--- config.mk ---
export PLATFORM = sky130hd
export DESIGN_NAME = key_voice_env
export DESIGN_NICKNAME = d
export VERILOG_FILES = /design/src/rtl/key_voice_env.sv
export SDC_FILE = /design/constraint.sdc
export NUM_CORES = 1
export LEC_CHECK = 0
export BUFFER_PORTS_ARGS = -buffer_cell sky130_fd_sc_hd__buf_2
export CAP_MARGIN = 20
export CELL_PAD_IN_SITES_DETAIL_PLACEMENT = 2
export CELL_PAD_IN_SITES_GLOBAL_PLACEMENT = 2
export CORE_MARGIN = 8
export CORE_UTILIZATION = 32
export CTS_CLUSTER_SIZE = 40
export DETAILED_ROUTE_END_ITERATION = 10
export PLACE_DENSITY_LB_ADDON = 0.08
export SKIP_LAST_GASP = 1
export SLEW_MARGIN = 5
export SYNTH_ARGS = -nofsm -noshare
export SYNTH_HDL_FRONTEND = slang
export SYNTH_SLANG_ARGS = --single-unit
--- constraint.sdc ---
create_clock -name sys_clk -period 2.8 [get_ports sys_clk]
set_input_delay 0.84 -clock sys_clk [delete_from_list [all_inputs] [get_ports sys_clk]]
set_output_delay 0.84 -clock sys_clk [all_outputs]
set_load 0.02 [all_outputs]
--- src/rtl/key_voice_env.sv ---
// Two-voice key front end: synchronises the PS/2 key slots into sys_clk, maps scan
// codes to DDS phase increments and runs one ADSR envelope per voice on a shared tick.

module key_voice #(
    parameter int CLK_HZ       = 50_000_000,
    parameter int ATTACK_STEP  = 8,
    parameter int DECAY_STEP   = 1,
    parameter int SUSTAIN_LVL  = 160,
    parameter int RELEASE_STEP = 2
) (
    input  logic        sys_clk,
    input  logic        reset,
    input  logic        tick,
    input  logic        key_on,
    input  logic [7:0]  key_code,
    output logic [31:0] phase_inc,
    output logic [7:0]  env,
    output logic [2:0]  state_dbg
);

    typedef enum logic [2:0] {
        IDLE    = 3'd0,
        ATTACK  = 3'd1,
        DECAY   = 3'd2,
        SUSTAIN = 3'd3,
        RELEASE = 3'd4
    } voice_state_t;

    // Frequencies are given in centi-Hz so the table stays exact in integer arithmetic.
    function automatic logic [31:0] inc_of(input longint unsigned centi_hz);
        longint unsigned den;
        longint unsigned q;
        den = longint'(CLK_HZ) * 100;
        q   = (centi_hz * 64'h1_0000_0000 + den / 2) / den;
        return q[31:0];
    endfunction

    localparam logic [31:0] INC_C4 = inc_of(26163);
    localparam logic [31:0] INC_D4 = inc_of(29366);
    localparam logic [31:0] INC_E4 = inc_of(32963);
    localparam logic [31:0] INC_F4 = inc_of(34923);
    localparam logic [31:0] INC_G4 = inc_of(39200);
    localparam logic [31:0] INC_A4 = inc_of(44000);
    localparam logic [31:0] INC_B4 = inc_of(49388);
    localparam logic [31:0] INC_C5 = inc_of(52325);
    localparam logic [31:0] INC_D5 = inc_of(58733);
    localparam logic [31:0] INC_E5 = inc_of(65926);
    localparam logic [31:0] INC_F5 = inc_of(69846);

    logic [2:0]   on_sync_q, on_sync_d;
    logic [7:0]   code_ff1_q, code_ff1_d;
    logic [7:0]   code_ff2_q, code_ff2_d;
    voice_state_t state_q, state_d;
    logic [7:0]   env_q, env_d;
    logic [31:0]  inc_q, inc_d;

    logic         rise, fall;
    logic         lut_hit;
    logic [31:0]  lut_inc;
    voice_state_t eff_state;
    logic [8:0]   attack_sum;
    logic [8:0]   decay_diff;
    logic [8:0]   release_diff;

    // Edges come from FF2 vs FF3 so a rise and a fall can never share a cycle.
    assign rise = on_sync_q[1] & ~on_sync_q[2];
    assign fall = ~on_sync_q[1] & on_sync_q[2];

    always_comb begin
        lut_hit = 1'b1;
        lut_inc = '0;
        case (code_ff2_q)
            8'h1C:   lut_inc = INC_C4;
            8'h1B:   lut_inc = INC_D4;
            8'h23:   lut_inc = INC_E4;
            8'h2B:   lut_inc = INC_F4;
            8'h34:   lut_inc = INC_G4;
            8'h33:   lut_inc = INC_A4;
            8'h3B:   lut_inc = INC_B4;
            8'h42:   lut_inc = INC_C5;
            8'h4B:   lut_inc = INC_D5;
            8'h4C:   lut_inc = INC_E5;
            8'h52:   lut_inc = INC_F5;
            default: lut_hit = 1'b0;
        endcase
    end

    assign attack_sum   = {1'b0, env_q} + 9'(ATTACK_STEP);
    assign decay_diff   = {1'b0, env_q} - 9'(DECAY_STEP);
    assign release_diff = {1'b0, env_q} - 9'(RELEASE_STEP);

    always_comb begin
        on_sync_d  = {on_sync_q[1:0], key_on};
        code_ff1_d = key_code;
        code_ff2_d = code_ff1_q;
        env_d      = env_q;
        inc_d      = inc_q;
        eff_state  = state_q;

        // Key edges resolve first; a coincident tick then applies the new state's rule.
        if (rise && lut_hit) begin
            eff_state = ATTACK;
            inc_d     = lut_inc;
        end else if (fall && state_q != IDLE) begin
            eff_state = RELEASE;
        end
        state_d = eff_state;

        if (tick) begin
            case (eff_state)
                IDLE: begin
                    env_d = 8'd0;
                    inc_d = 32'd0;
                end
                ATTACK: begin
                    if (attack_sum >= 9'd255) begin
                        env_d   = 8'd255;
                        state_d = DECAY;
                    end else begin
                        env_d = attack_sum[7:0];
                    end
                end
                DECAY: begin
                    // Borrow in bit 8 means we undershot; clamp to the sustain floor.
                    if (decay_diff[8] || decay_diff <= 9'(SUSTAIN_LVL)) begin
                        env_d   = 8'(SUSTAIN_LVL);
                        state_d = SUSTAIN;
                    end else begin
                        env_d = decay_diff[7:0];
                    end
                end
                SUSTAIN: env_d = env_q;
                RELEASE: begin
                    if (release_diff[8] || release_diff == 9'd0) begin
                        env_d   = 8'd0;
                        inc_d   = 32'd0;
                        state_d = IDLE;
                    end else begin
                        env_d = release_diff[7:0];
                    end
                end
                default: begin
                    env_d   = 8'd0;
                    inc_d   = 32'd0;
                    state_d = IDLE;
                end
            endcase
        end
    end

    always_ff @(posedge sys_clk or negedge reset) begin
        if (!reset) begin
            on_sync_q  <= '0;
            code_ff1_q <= '0;
            code_ff2_q <= '0;
            state_q    <= IDLE;
            env_q      <= '0;
            inc_q      <= '0;
        end else begin
            on_sync_q  <= on_sync_d;
            code_ff1_q <= code_ff1_d;
            code_ff2_q <= code_ff2_d;
            state_q    <= state_d;
            env_q      <= env_d;
            inc_q      <= inc_d;
        end
    end

    assign phase_inc = inc_q;
    assign env       = env_q;
    assign state_dbg = state_q;

endmodule

module key_voice_env #(
    parameter int CLK_HZ       = 50_000_000,
    parameter int TICK_DIV     = 50_000,
    parameter int ATTACK_STEP  = 8,
    parameter int DECAY_STEP   = 1,
    parameter int SUSTAIN_LVL  = 160,
    parameter int RELEASE_STEP = 2
) (
    input  logic        sys_clk,
    input  logic        reset,
    input  logic        key1_on,
    input  logic [7:0]  key1_code,
    input  logic        key2_on,
    input  logic [7:0]  key2_code,
    output logic [31:0] v1_phase_inc,
    output logic [7:0]  v1_env,
    output logic        v1_active,
    output logic [31:0] v2_phase_inc,
    output logic [7:0]  v2_env,
    output logic        v2_active
);

    localparam int CW = (TICK_DIV > 1) ? $clog2(TICK_DIV) : 1;

    logic [CW-1:0] tick_cnt_q, tick_cnt_d;
    logic          tick;
    logic [2:0]    v1_state, v2_state;

    assign tick = (tick_cnt_q == CW'(TICK_DIV - 1));

    always_comb begin
        tick_cnt_d = tick ? '0 : tick_cnt_q + 1'b1;
    end

    always_ff @(posedge sys_clk or negedge reset) begin
        if (!reset) tick_cnt_q <= '0;
        else        tick_cnt_q <= tick_cnt_d;
    end

    key_voice #(
        .CLK_HZ(CLK_HZ), .ATTACK_STEP(ATTACK_STEP), .DECAY_STEP(DECAY_STEP),
        .SUSTAIN_LVL(SUSTAIN_LVL), .RELEASE_STEP(RELEASE_STEP)
    ) u_voice1 (
        .sys_clk(sys_clk), .reset(reset), .tick(tick),
        .key_on(key1_on), .key_code(key1_code),
        .phase_inc(v1_phase_inc), .env(v1_env), .state_dbg(v1_state)
    );

    key_voice #(
        .CLK_HZ(CLK_HZ), .ATTACK_STEP(ATTACK_STEP), .DECAY_STEP(DECAY_STEP),
        .SUSTAIN_LVL(SUSTAIN_LVL), .RELEASE_STEP(RELEASE_STEP)
    ) u_voice2 (
        .sys_clk(sys_clk), .reset(reset), .tick(tick),
        .key_on(key2_on), .key_code(key2_code),
        .phase_inc(v2_phase_inc), .env(v2_env), .state_dbg(v2_state)
    );

    // IDLE is encoded as zero in the voice state.
    assign v1_active = (v1_state != 3'd0);
    assign v2_active = (v2_state != 3'd0);

endmodule
# ---- Word-level counts from Yosys, hierarchy flattened
# Cells that the tools add are included.
dict set report word_totals {
  reg_bits 140
  in_bits 20
  output_inout_bits 82
  word_cells 122
}
dict set report op_classes {
  n_addsub 7
  order_cmp 4
  n_eq_ne 31
  muxes 35
  bitwise 10
  n_reduce_logical 22
}
# op count
set op_table {}
lappend op_table {{16-bit one-hot mux with 11 select lines} 2}
lappend op_table {{32-bit two-way mux} 6}
lappend op_table {{32-bit one-hot mux with 2 select lines} 2}
lappend op_table {{8-bit by 6-bit equality test with 1-bit output, second input constant} 10}
lappend op_table {{8-bit by 7-bit equality test with 1-bit output, second input constant} 8}
lappend op_table {{8-bit one-hot mux with 4 select lines} 2}
lappend op_table {{8-bit two-way mux} 6}
lappend op_table {{3-bit two-way mux} 12}
lappend op_table {{8-bit by 5-bit equality test with 1-bit output, second input constant} 4}
lappend op_table {{3-bit one-hot mux with 4 select lines} 2}
lappend op_table {{11-bit OR reduction} 2}
lappend op_table {{8-bit by 4-bit adder with 9-bit output, second input constant} 2}
lappend op_table {{9-bit by 8-bit >= comparator with 1-bit output, second input constant} 2}
lappend op_table {{9-bit by 8-bit <= comparator with 1-bit output, second input constant} 2}
lappend op_table {{9-bit zero test} 2}
lappend op_table {{8-bit by 1-bit subtractor with 9-bit output, second input constant} 2}
lappend op_table {{8-bit by 2-bit subtractor with 9-bit output, second input constant} 2}
lappend op_table {{16-bit by 1-bit adder with 16-bit output, second input constant} 1}
lappend op_table {{16-bit equality test, second input constant} 1}
lappend op_table {{16-bit two-way mux} 1}
lappend op_table {{3-bit by 2-bit equality test with 1-bit output, second input constant} 4}
lappend op_table {{3-bit by 1-bit equality test with 1-bit output, second input constant} 2}
lappend op_table {{3-bit equality test, second input constant} 2}
lappend op_table {{3-bit zero test} 2}
lappend op_table {{9 further kinds} 28}

# ---- Longest topological paths before layout
# Gate-level depths: netlist of run 1.
dict set report logic_depth {
  depth_word 9
  ltp_mapped 13
  ltp_nobuf 10
}

# ---- Cells and area by module
# From an unflattened synthesis of run 1, not the netlist that was laid out.
dict set report unflattened {
  hier_cells 766
  hier_area_um2 7673.6
}
# module instances cells_per_inst area_per_inst_um2 seq_area_each_um2
set modules_own_cells {}
lappend modules_own_cells {{key_voice (u_voice2)} 1 351 3474.6 1551.5}
lappend modules_own_cells {{key_voice (u_voice1)} 1 346 3433.3 1551.5}
lappend modules_own_cells {key_voice_env 1 69 765.7 400.4}

# ---- Least setup slack after synthesis of run 1
# No wires, ideal clock.
dict set report synth_path {
  kind {flip-flop to flip-flop}
  start {reg u_voice2.env_q[3] (netlist: u_voice2.env[3])}
  end {reg u_voice2.env_q[6] (netlist: u_voice2.env[6])}
  setup_ps 80
  arrival_ps 2896
  required_time_ps 2720
  setup_slack_ps -176
  path_stages_with_launch 12
  n_path_buf 2
  period_less_slack_ps 2976
  path_cell_list {dfrtp_1 clkbuf_1 inv_1 ha_1 and2_1 a2111oi_4 xor2_1 a211oi_1 or4b_1 buf_6 o311ai_1 o2bb2ai_1}
}
dict set report synth_via {
  elab_chain_len 5
  elab_cells_between_ends 12
  cone_classes {3 x add/sub; 2 x order compare; 4 x mux; 3 x reduce/logical}
}
# element line
set synth_lines {}
lappend synth_lines {{start: declaration} 54} ;# logic [7:0] env_q, env_d;
lappend synth_lines {{start signal: assignment} 164} ;# env_q <= env_d;
lappend synth_lines {{8-bit by 1-bit subtractor with 9-bit output / 8-bit by 2-bit subtractor with 9-bit output (equally long branches)} {89, 90}}
lappend synth_lines {{9-bit by 8-bit <= comparator with 1-bit output / 9-bit zero test (equally long branches)} {125, 134}}
lappend synth_lines {{1-bit logical OR (on tied branches)} {125, 134}}
lappend synth_lines {{8-bit two-way mux (on tied branches)} {125, 134}}
lappend synth_lines {{8-bit one-hot mux with 4 select lines (*)} 110} ;# case (eff_state)
# Every way passes the cells marked *; elsewhere a longest branch is shown, timed or not.
# A chain may end at the register's enable or synchronous reset.

# ---- Worst setup path in the final report of run 1
dict set report layout_path {
  start {reg u_voice2.env_q[1] (netlist: u_voice2.env[1])}
  end {reg u_voice2.env_q[6] (netlist: u_voice2.env[6])}
}
# The elaborated chain is that of the path after synthesis.

==> impl_metrics.py, run 1 <==
metrics = {
    "timing": {
        "relSlewSlack": 0.6039,
        "rsz0062_at_grt": "yes",
        "fin_crit_ns": 2.755,
        "holdWs_ns": 0.3486,
        "hold_viol_final": 0,
        "finalCritPeriodShare": 0.9840,
        "drv_slew": 0,
        "worstMarginPinSlew_ns": 0.5929,
        "setup_viol": 0,
        "max_freq_mhz": 363.0,
        "skew_ns": 0.01752,
    },
    "grt": {
        "use_met2": 0.3032,
        "grt_usage": 0.1840,
        "met3_usage": 0.05478,
        "grt_max_degree": 65,
        "grt_pass1_wl_mm": 42.02,
        "busiest_layer": "met2",
        "met1_usage": 0.2284,
        "gr-total-overflow": 0,
        "grt_pass1_vias": 7633,
        "antenna_found_initial": 2,
    },
    "worst_hold_path": {
        "hp-class": "register to register",
    },
    "floorplanning": {
        "initial_utilization": 0.3259,
        "rows": 55,
        "die_y_um": 167.6,
        "die_x_um": 167.6,
        "core-area_um2": 22570,
        "design.die.area_um2": 28090,
        "ioPinCount": 102,
    },
    "synthesis": {
        "synth_fp_nets": 833,
        "synth_cell_types": 74,
        "synth_area_leader_cell": "dfrtp_1",
        "synth_top_cell_area_share": 0.4763,
        "yosysWarningCount": 0,
        "synth.area.top_cells": "dfrtp_1 (48%), nor2_1 (4.8%), ha_1 (3.6%)",
        "yosys-top-cells-count": "dfrtp_1 (140), nor2_1 (95), nand2_1 (61)",
        "syn_area_um2": 7356,
        "ys_ff_latch": 140,
        "synth-main-ff-cell": "dfrtp_1",
        "synth.avg_cell_area_um2": 9.288,
        "yosysSeqAreaShare": 0.4763,
        "synthMostInstantiatedCell": "dfrtp_1",
        "synthesis.instances": 792,
        "synth-async-reset-ratio": 1.000,
        "synth_edf_count": 0,
    },
    "route": {
        "postRouteAntennaNets": 0,
        "drt_iter0_markers": 219,
        "wl_per_cell_um": 20.42,
        "num_vias": 6573,
        "viasPerCell": 5.314,
        "wirelength_mm": 25.26,
        "drc": 0,
        "drt_first_pass_iters": 4,
    },
    "critical_path": {
        "worstSetupEndpointType": "register",
        "start_kind": "register",
        "slowest_delay_ns": 0.56,
        "criticalPathCategory": "register to register",
        "crit_chain": "inv_4 -> ha_4 -> or3b_4 -> a2111oi_4 -> xor2_1 -> a211oi_2 -> or4b_4 -> buf_6 -> nor3b_2 -> a21oi_1 -> o2bb2ai_1",
        "worstPathArrival_ns": 3.11,
        "critPathSlowestCell": "or4b_4",
        "cp_max_fo": 5,
        "required_ns": 3.15,
    },
    "layout": {
        "final-instance-count-excl-fill": 1237,
        "syn2layout_area_growth_pct": 27.81,
        "layout.nets": 980,
        "diodes": 0,
        "drive_above_1_share": 0.2752,
    },
    "cts": {
        "ctsHoldBuffers": 0,
        "htreeDepth": 4,
        "root_buffer": "clkbuf_16",
        "cts_buffer_depth": 2,
        "cts_tree": "done",
        "clk_latency_ns": 0.43,
        "clk_pin_slew_ns": 0.07,
        "cts_made_buffers": 17,
        "numClockSinks": 140,
    },
    "status": {
        "status": "finished clean",
    },
    "pwr": {
        "pwr-share-clk": 0.449,
        "p_seq_frac": 0.433,
        "swShare": 0.2867,
        "ir_worst_vdd_mv": 0.3564,
        "intPower_mw": 3.709,
        "p_comb_frac": 0.118,
        "power_density_nw_per_um2": 553.0,
        "power.switching_mw": 1.490,
        "power_leakage_nw": 4.492,
    },
    "place": {
        "dp.cells": 1203,
        "io_buffers": 101,
        "routabilityCongestion": 0.8562,
        "place_hpwl_mm": 18.03,
    },
    "flow_run": {
        "max-cap-violations": 0,
    },
}
-- cell families after synthesis --
logic type,after synthesis,share of synthesized area
AOI/OAI and AO/OA,179,0.1597
adders and majority gates,23,0.03844
muxes,3,0.004252
DFF,140,0.4763
xor gates and xnor gates,35,0.04167
and+or+nand+nor,340,0.2393
buffers and inverters,72,0.04031
-- metrics by stage --
stage          setup TNS (ns)  utilization  total power, mW  setup WS (ns)  area, µm²
2_1_floorplan       -0.005814            -            2.596      -0.005814       7380
3_3_place_gp                0       0.3815            2.861       0.008840       8612
3_5_place_dp           -1.988       0.3815            2.888        -0.1282       8612
4_1_cts              -0.04929       0.4104            5.269       -0.04676       9264
5_1_grt               -0.5065       0.4165            5.426        -0.1550       9402
6_report                    0       0.4165            5.199        0.04485       9402
-- cell type report --
| class | instances | area, µm² |
|---|---|---|
| Fill cell | 2504 | 13170 |
| Timing Repair Buffer | 177 | 1119 |
| Clock buffer | 19 | 442.9 |
| Inverter | 23 | 88.84 |
| Tap cell | 285 | 356.6 |
| Multi-Input combinational cell | 580 | 3735 |
| Clock inverter | 13 | 150.1 |
| Sequential cell | 140 | 3510 |
-- power by group through the flow --
| stage | clock network (mW) | logic (mW) | registers, mW |
|---|---|---|---|
| finish | 2.33 | 0.612 | 2.25 |
| global route | 2.48 | 0.672 | 2.27 |
| global placement | 0 | 0.582 | 2.28 |
| floorplan | 0 | 0.264 | 2.33 |
| detailed placement | 0 | 0.602 | 2.29 |
| CTS | 2.40 | 0.613 | 2.25 |
-- worst max-delay path, delay by kind of cell, from the launching register on --
kind / cells / cell delay (ns)
flip-flops: 1 / 0.42
AND/OR/NAND/NOR: 3 / 1.13
AO/OA/AOI/OAI: 4 / 0.52
XOR/XNOR: 1 / 0.21
buffers and inverters: 2 / 0.25
adder cells (fa/ha/maj): 1 / 0.13
-- state kept, by name, indices dropped and copies added, names as in the netlist --
signal	flops
tick_cnt_q	16
u_voice1.code_ff1_q	8
u_voice1.code_ff2_q	8
u_voice1.env	8
u_voice1.on_sync_q	3
u_voice1.phase_inc	32
u_voice1.state_dbg	3
u_voice2.code_ff1_q	8
u_voice2.code_ff2_q	8
u_voice2.env	8
u_voice2.on_sync_q	3
u_voice2.phase_inc	32
u_voice2.state_dbg	3
-- cell usage in the layout (no fill, tap or decap), types with 18 or more instances in the layout --
master / netlist / final
xor2_1: 18 / 18
nor2_1: 95 / 93
o21ai_0: 35 / 32
a21oi_1: 52 / 52
buf_4: 1 / 71
nand3_1: 24 / 24
inv_1: 23 / 20
nand2_1: 61 / 59
dfrtp_1: 140 / 135
nor3_1: 32 / 31
buf_2: 12 / 100
and2_1: 39 / 38
-- worst paths after layout --
check                                  startpoint  slack, ns  cells past startpoint                     end
hold / removal             u_voice2.code_ff1_q[5]       0.35                      0  u_voice2.code_ff2_q[5]
max in group asynchronous                   reset       1.63                      2  u_voice2.phase_inc[28]
setup / recovery                  u_voice2.env[1]       0.04                     11         u_voice2.env[6]
hold reg to reg            u_voice2.code_ff1_q[5]       0.35                      0  u_voice2.code_ff2_q[5]
min in group asynchronous                   reset       0.39                      1  u_voice1.code_ff2_q[4]
setup reg to reg                  u_voice2.env[1]       0.04                     11         u_voice2.env[6]
-- per-layer routing --
metal / vias to the layer above / wire length, µm
li1: 3064 / -
met1: 3336 / 11390
met2: 131 / 11990
met3: 38 / 1430
met4: 4 / 418
met5: - / 30
-- repair_timing --
| action | 4_1_cts | 5_1_grt |
|---|---|---|
| setup buffers | 0 | 1 |
| gates resized for setup | 16 | 29 |
| setup endpoints to repair | 25 | 48 |
| cloned | 1 | 0 |
| pin swaps | 3 | 1 |
(Power assumes the default switching activity.)
==> run 2, diff against run 1 <==
Settings changed: CORE_UTILIZATION 32 to 33, SYNTH_HIERARCHICAL from default to 1.
==> run 2 against run 1 <==
Compared with the run above:
- non-clock buffer count fell by 12
- final area up 0.96%
- critical path type unchanged
- global-route usage increased by 0.42 points
==> impl_metrics.py, run 2 <==
metrics = {
    "status": {
        "status": "finished clean",
    },
    "synthesis": {
        "yosys-top-cells-count": "dfrtp_1 (140), nor2_1 (69), nand2_1 (45)",
        "synthMuxAreaShare": 0.006685,
        "yosysWarningCount": 6,
        "ys_ff_latch": 140,
        "synthMostInstantiatedCell": "dfrtp_1",
        "synth_top_cell_area_share": 0.4565,
        "synth_area_leader_cell": "dfrtp_1",
        "yosysSeqAreaShare": 0.4565,
        "synth.avg_cell_area_um2": 10.02,
        "synth.area.top_cells": "dfrtp_1 (46%), ha_1 (3.4%), nor2_1 (3.4%)",
        "yosys.area_share.simple": 0.2475,
        "synth-adder-area-share": 0.03946,
        "synthXorXnorAreaFrac": 0.02511,
        "synth_fp_nets": 807,
        "synth-async-reset-ratio": 1.000,
        "syn_area_um2": 7674,
        "synthesis.instances": 766,
        "synth-main-ff-cell": "dfrtp_1",
        "synth_cell_types": 97,
        "synth_edf_count": 0,
        "synth_compound_area_frac": 0.1802,
        "synth_top_family_by_area": "simple AND/OR/NAND/NOR gates",
    },
    "pwr": {
        "ir_worst_vdd_mv": 0.3709,
        "p_comb_frac": 0.137,
        "p_seq_frac": 0.436,
        "power.switching_mw": 1.621,
        "power_density_nw_per_um2": 560.3,
        "pwr-share-clk": 0.427,
        "swShare": 0.3048,
        "power_leakage_nw": 4.382,
        "intPower_mw": 3.697,
        "total_power_mw": 5.318,
    },
    "layout": {
        "final_cell_mix": "dfrtp_1 (135), buf_2 (100), nor2_1 (67), buf_4 (59), nand2_1 (45)",
        "layout_commonest_cell": "dfrtp_1",
        "drive_above_1_share": 0.2722,
        "seq_area_um2": 3510,
        "syn2layout_area_growth_pct": 23.69,
        "fillers": 2525,
        "layout.nets": 950,
        "multi_input_area_um2": 3897,
    },
    "route": {
        "drt_first_pass_iters": 4,
        "drt_iter0_markers": 261,
        "postRouteAntennaNets": 0,
        "viasPerCell": 5.480,
        "drc": 0,
        "num_vias": 6647,
        "wl_per_cell_um": 21.61,
        "wirelength_mm": 26.22,
    },
    "critical_path": {
        "slowest_delay_ns": 0.49,
        "crit_family": "compound AO/OA/AOI/OAI gates",
        "ff2ff_setup_slack_ns": 0.08,
        "setup.worst_path.start": "u_voice2/code_ff2_q[3]",
        "required_ns": 3.10,
        "crit_buf_inv": 1,
        "worstSetupEndpointType": "register",
        "cp_max_fo": 11,
        "criticalPathCategory": "register to register",
        "worstPathArrival_ns": 3.02,
        "r2r_start": "u_voice2/code_ff2_q[3]",
        "start_kind": "register",
        "critPathSlowestCell": "dfrtp_2",
        "crit_chain": "or3b_1 -> a21o_1 -> a311oi_4 -> o31ai_2 -> buf_4 -> a21boi_1 -> nand2b_1 -> o22ai_1",
    },
    "timing": {
        "skew_ns": 0.01848,
        "hold_viol_final": 0,
        "max_freq_mhz": 367.8,
        "finalCritPeriodShare": 0.9710,
        "worstMarginPinSlew_ns": 0.7663,
        "rsz0062_at_grt": "yes",
        "holdWs_ns": 0.3412,
        "fin_crit_ns": 2.719,
        "relSlewSlack": 0.4891,
        "drv_slew": 0,
        "setup_viol": 0,
    },
    "place": {
        "place_hpwl_mm": 19.00,
        "routabilityCongestion": 0.8987,
        "io_buffers": 101,
    },
    "floorplanning": {
        "rows": 56,
        "design.die.area_um2": 28390,
        "core-area_um2": 23120,
        "die_y_um": 168.5,
        "initial_utilization": 0.3319,
        "ioPinCount": 102,
        "die_x_um": 168.5,
    },
    "cts": {
        "cts_buffer_depth": 2,
        "cts_made_buffers": 17,
        "clk_latency_ns": 0.43,
        "htreeDepth": 4,
        "root_buffer": "clkbuf_16",
        "clk_pin_slew_ns": 0.07,
        "cts_tree": "done",
        "numClockSinks": 140,
        "ctsHoldBuffers": 0,
    },
    "worst_hold_path": {
        "hp-class": "register to register",
        "hold_start": "u_voice2/on_sync_q[0]",
    },
    "grt": {
        "grt_pass1_wl_mm": 42.77,
        "grt_usage": 0.1882,
        "grt_max_degree": 55,
        "grt_pass1_vias": 7427,
        "antenna_found_initial": 1,
        "gr-total-overflow": 0,
    },
    "flow_run": {
        "max-cap-violations": 0,
    },
}
[run 2: cell count changes in the layout (fill, tap and decap cells not counted), moves of 8 or more]
cell / change
and2_1: -19
buf_4: -12
nor2_1: -26
nor4_1: +8
and3_1: +9
nand4_1: +10
nand2_1: -14
a22oi_1: +8
a21oi_1: -15
[run 2: per-stage QoR]
| step | util | setup slack [ns] | instance area (µm²) | instances | TNS [ns] |
|---|---|---|---|---|---|
| after floorplan | - | 0.03600 | 7675 | 766 | 0 |
| after global placement | 0.3800 | 0.1293 | 8786 | 1172 | 0 |
| after detailed placement | 0.3800 | 0.04511 | 8786 | 1172 | 0 |
| after CTS | 0.4053 | 0.006920 | 9371 | 1204 | 0 |
| after global routing | 0.4105 | -0.06319 | 9492 | 1213 | -0.1500 |
| final | 0.4105 | 0.08115 | 9492 | 1213 | 0 |
[run 2: power by group through the flow]
stage	clock network (mW)	registers, mW	logic [mW]
3_3_place_gp	0	2.34	0.710
2_1_floorplan	0	2.45	0.304
4_1_cts	2.35	2.32	0.742
5_1_grt	2.42	2.34	0.804
3_5_place_dp	0	2.35	0.730
6_report	2.27	2.32	0.729
[run 2: kinds of logic (layout without fill, tap and decap cells)]
logic type                 count (synthesis)  after routing
muxes                                      5              5
DFF                                      140            140
xor gates and xnor gates                  22             22
buffers and inverters                     66            222
and+or+nand+nor                          326            326
adders and majority gates                 25             25
AOI/OAI and AO/OA                        182            182
other                                      0              1
[run 2: worst paths after layout]
kind                       depth (start not counted)                     end
max                                                8         u_voice2/env[2]
min                                                0   u_voice2/on_sync_q[1]
max reg2reg                                        8         u_voice2/env[2]
min reg2reg                                        0   u_voice2/on_sync_q[1]
max in group asynchronous                          2  u_voice1/code_ff2_q[4]
min in group asynchronous                          1   u_voice2/phase_inc[9]
[run 2: final cells by class]
class / instances / share of cell area
Tap cell: 290 / 0.03823
Multi-Input combinational cell: 560 / 0.4106
Sequential cell: 140 / 0.3698
Clock buffer: 18 / 0.04521
Clock inverter: 14 / 0.01582
Inverter: 25 / 0.009887
Antenna cell: 1 / 0.0002636
Timing Repair Buffer: 165 / 0.1102
[run 2: timing repair]
item,CTS,global route
setup endpoints to repair,1,40
pin swaps,0,7
gates resized for setup,1,19
setup buffers,0,8
[run 2: per-layer routing]
metal	track usage	part of all wire	up-vias	routed length, µm
met5	0	0	-	0
met4	0.05707	0.017	0	442
met3	0.03191	0.028	29	742
met2	0.3415	0.53	95	13790
met1	0.2236	0.43	3418	11250
li1	-	-	3105	-
